--- config.mk ---
export PLATFORM = sky130hd
export DESIGN_NAME = q_fifo_w8_d17_srl_ctrl
export DESIGN_NICKNAME = d
export VERILOG_FILES = /design/src/rtl/q_fifo_w8_d17_srl_ctrl.sv
export SDC_FILE = /design/constraint.sdc
export NUM_CORES = 1
export LEC_CHECK = 0
export BUFFER_PORTS_ARGS = -buffer_cell sky130_fd_sc_hd__buf_2
export CAP_MARGIN = 20
export CORE_MARGIN = 5
export CORE_UTILIZATION = 45
export DETAILED_ROUTE_END_ITERATION = 7
export SLEW_MARGIN = 20
export SYNTH_ARGS = -nofsm -noshare
export SYNTH_HDL_FRONTEND = slang
export SYNTH_SLANG_ARGS = --single-unit
--- constraint.sdc ---
create_clock -name clk -period 8.1 [get_ports clk]
set_input_delay 0.405 -clock clk [delete_from_list [all_inputs] [get_ports clk]]
set_output_delay 0.405 -clock clk [all_outputs]
set_load 0.01 [all_outputs]
--- src/rtl/q_fifo_w8_d17_srl_ctrl.sv ---
// Shift-register stream FIFO with first-word fall-through and ap_fifo-style handshakes.
// Carries packed i4xi4 operand bytes between dataflow tasks; lane packing is opaque here.
module q_fifo_w8_d17_srl_ctrl #(
    parameter int DATA_WIDTH   = 8,
    parameter int ADDR_WIDTH   = 5,
    parameter int DEPTH        = 17,
    parameter int AFULL_THRESH = 15
) (
    input  logic                  clk,
    input  logic                  reset,
    output logic                  if_full_n,
    input  logic                  if_write_ce,
    input  logic                  if_write,
    input  logic [DATA_WIDTH-1:0] if_din,
    output logic                  if_empty_n,
    input  logic                  if_read_ce,
    input  logic                  if_read,
    output logic [DATA_WIDTH-1:0] if_dout,
    output logic [ADDR_WIDTH-1:0] if_count,
    output logic                  if_almost_full
);

    localparam logic [ADDR_WIDTH-1:0] PTR_EMPTY = '1;
    localparam logic [ADDR_WIDTH-1:0] DEPTH_C   = ADDR_WIDTH'(DEPTH);
    localparam logic [ADDR_WIDTH-1:0] THRESH_C  = ADDR_WIDTH'(AFULL_THRESH);

    logic [DATA_WIDTH-1:0] mem [DEPTH];
    logic [ADDR_WIDTH-1:0] ptr;
    logic [ADDR_WIDTH-1:0] ptr_nxt;
    logic [ADDR_WIDTH-1:0] count_nxt;
    logic                  push;
    logic                  pop;

    assign push = if_write & if_write_ce & if_full_n;
    assign pop  = if_read & if_read_ce & if_empty_n;

    // Oldest word sits at entry[ptr]; ptr is all-ones when empty, so gate the read.
    assign if_dout = if_empty_n ? mem[ptr] : '0;

    always_comb begin
        ptr_nxt   = ptr;
        count_nxt = if_count;
        if (push && !pop) begin
            ptr_nxt   = ptr + 1'b1;
            count_nxt = if_count + 1'b1;
        end else if (pop && !push) begin
            ptr_nxt   = ptr - 1'b1;
            count_nxt = if_count - 1'b1;
        end
    end

    // Storage: plain shift array, never reset; stale words become unreachable via ptr.
    always_ff @(posedge clk) begin
        if (push) begin
            mem[0] <= if_din;
            for (int i = DEPTH - 1; i > 0; i--) begin
                mem[i] <= mem[i-1];
            end
        end
    end

    // Control: pointer, occupancy and registered flags all follow the next count.
    always_ff @(posedge clk) begin
        if (reset) begin
            ptr            <= PTR_EMPTY;
            if_count       <= '0;
            if_empty_n     <= 1'b0;
            if_full_n      <= 1'b1;
            if_almost_full <= 1'b0;
        end else begin
            ptr            <= ptr_nxt;
            if_count       <= count_nxt;
            if_empty_n     <= (count_nxt != '0);
            if_full_n      <= (count_nxt != DEPTH_C);
            if_almost_full <= (count_nxt >= THRESH_C);
        end
    end

endmodule

==> qor.csv <==
metric;value;unit
status;finished, final reports clean;
netlist_instances;379;
max-slew-margin-rel;25.35;%
total_power;1.880;mW
maxCapViolations;0;
cp_max_fo;89;
synthesis.nets;401;
antennaDiodeCount;0;
cts.sink_count;154;
core_area;0.01330;mm²
die_w;126.6;µm
ys_seq_area_share;72.62;%
clk_latency;0.42;ns
synth_seq_cells;154;
pin_count;30;
skew;0.006284;ns
placementRows;42;
yosys.area.top_type;edfxtp_1;
ys_warn_count;0;
dp_cells;571;
fin_cells;603;
layout_min_cycle_time;3.166;ns
vias;3226;
ys.flop_type;edfxtp_1;
ant_nets;0;
fin_crit_sh;39.08;%
start_kind;flip-flop;
fillers;1066;
synth.cell_area;0.006120;mm²
synth_top_cell_area_share;66.73;%
tritoncts;yes;
synthSimpleGateAreaFrac;5.623;%
powerDensity;269.1;mW/mm²
finalHoldViolations;0;
place.gp.congestion;0.7571;
async_reset_ff_share;0;%
dr.pass1.iters;4;
fp.dieH;126.6;µm
vias_per_cell;5.350;
post_cts_buffers;0;
wl_per_cell;18.00;µm
rsz0062_at_grt;false;
synthXorXnorAreaFrac;1.002;%
layout.nets;436;
start_util;46.03;%
cts_max_path_buffers;2;
dp_hpwl;6496;µm
portBuffers;29;
areaGrowthSynthToFinish;14.19;%
vdd_drop_max;178.0;µV
fmax;0.3159;GHz
die_area;0.01603;mm²
endpoint_kind;flip-flop;
drive_gt1_share;16.86;%
synthMuxAreaShare;11.31;%
worst_pin_slew;1.120;ns
wl;10860;µm
hold_class;input port to flip-flop;
cts_buffers;17;
cts_resized;0;
rr_worst_depth;9;
crit_required;8.44;ns
synth_area_leaders;edfxtp_1, mux2i_1, dfxtp_1;
total_leakage_power;2.776;nW
synth_top_family_by_area;multiplexers;
synth-compound-area-share;5.336;%
hold_buffers;0;
drt-initial-drc-count;386;
yosys.area_share.adder;1.758;%
post-route-drc-count;0;
grt_max_degree;90;
path_class;flip-flop to flip-flop;
cts_root_buf;clkbuf_16;
finalSetupViolCount;0;
slew_violations;0;
htreeDepth;4;
hold_depth;1;
hold_slack;0.1513;ns
cts.clk_slew.worst_paths;0.06;ns
tns;0;ns
synth_edf_count;136;
avgSynthCellArea;16.15;µm²
grt_pass1_vias;3234;
grt_use_total;14.28;%
yosysUniqueCellTypes;35;
antenna_found_initial;0;
gr-total-overflow;0;
grt_pass1_wl;17420;µm
cp.arrival;3.51;ns
==> per-layer routing <==
| metal | up-vias | wire (µm) | GRT usage, % |
|---|---|---|---|
| met5 | - | 0 | 0 |
| met4 | 0 | 152 | 5.047 |
| met3 | 15 | 705 | 5.212 |
| met2 | 76 | 4839 | 20.05 |
| met1 | 1603 | 5158 | 20.50 |
| li1 | 1532 | - | - |
==> where the power goes <==
group          switching, mW  internal, mW  total [mW]
clock network          0.327         0.427       0.754
registers             0.0441         0.908       0.952
logic                 0.0965        0.0776       0.174
total                  0.468          1.41        1.88
==> cell families after synthesis <==
logic type | count (synthesis)
AOI/OAI and AO/OA | 44
xor gates and xnor gates | 7
adders and majority gates | 8
buffers and inverters | 26
DFF | 154
muxes | 69
and+or+nand+nor | 71
==> cell usage after synthesis, drive strengths merged (5+ instances only) <==
master,instances
a22oi,24
nor2b,5
mux2i,68
clkbuf,5
buf,13
nor2,10
a21oi,11
edfxtp,136
nand3,28
ha,7
inv,8
nand2,18
dfxtp,18
==> sequential cells by signal, summed over array words and instances (netlist names), named ones only <==
signal,count
if_almost_full,1
if_count,5
if_empty_n,1
if_full_n,1
mem,136
ptr,5
==> final timing paths <==
check | startpoint | end | slack (ns)
max | if_full_n | flip-flop | 4.93
min | if_din[4] | mem[0][4] | 0.15
max reg2reg | if_full_n | flip-flop | 4.93
min reg2reg | mem[0][2] | mem[1][2] | 0.45
==> cells in the final DEF (no fill, tap or decap), types with 2 or more instances in the layout <==
cell type	instances
a21o_1	2
a21oi_1	11
a22oi_1	24
and2_1	2
buf_2	29
buf_4	5
clkbuf_16	17
clkinv_4	4
clkinvlp_4	6
dfxtp_1	17
edfxtp_1	136
ha_1	7
inv_1	7
inv_6	5
mux2i_1	68
nand2_1	18
nand2b_1	2
nand3_1	28
nand4_1	2
nor2_1	10
nor2b_1	5
xnor2_1	3
xor2_1	4
==> metrics by stage <==
step | utilization, % | worst slack [ns] | cell area, µm²
after detailed placement | 48.25 | 4.554 | 6415
final | 52.56 | 4.934 | 6988
after global routing | 52.56 | 4.678 | 6988
after global placement | 48.25 | 4.727 | 6415
after CTS | 52.54 | 4.690 | 6985
after floorplan | - | 3.011 | 6120
==> area by class of cell <==
type	instances	area [µm²]	share of cell area, %
sequential	154	4448	63.65
multi-input combinational	199	1531	21.92
clock buffer	17	425.4	6.088
clock inverter	15	145.1	2.077
timing repair buffer	34	182.7	2.614
inverter	8	35.03	0.5013
tap	176	220.2	3.151
==> worst max-delay path: stages (launching register included) <==
cell	delay, ns
dfxtp_1	0.33
nand3_1	0.19
inv_6	0.64
ha_1	0.53
inv_1	0.20
ha_1	0.36
a21o_1	0.19
a21oi_1	0.16
mux2i_1	0.23
mux2i_1	0.24
No activity file was read; power rests on OpenSTA's default activity.
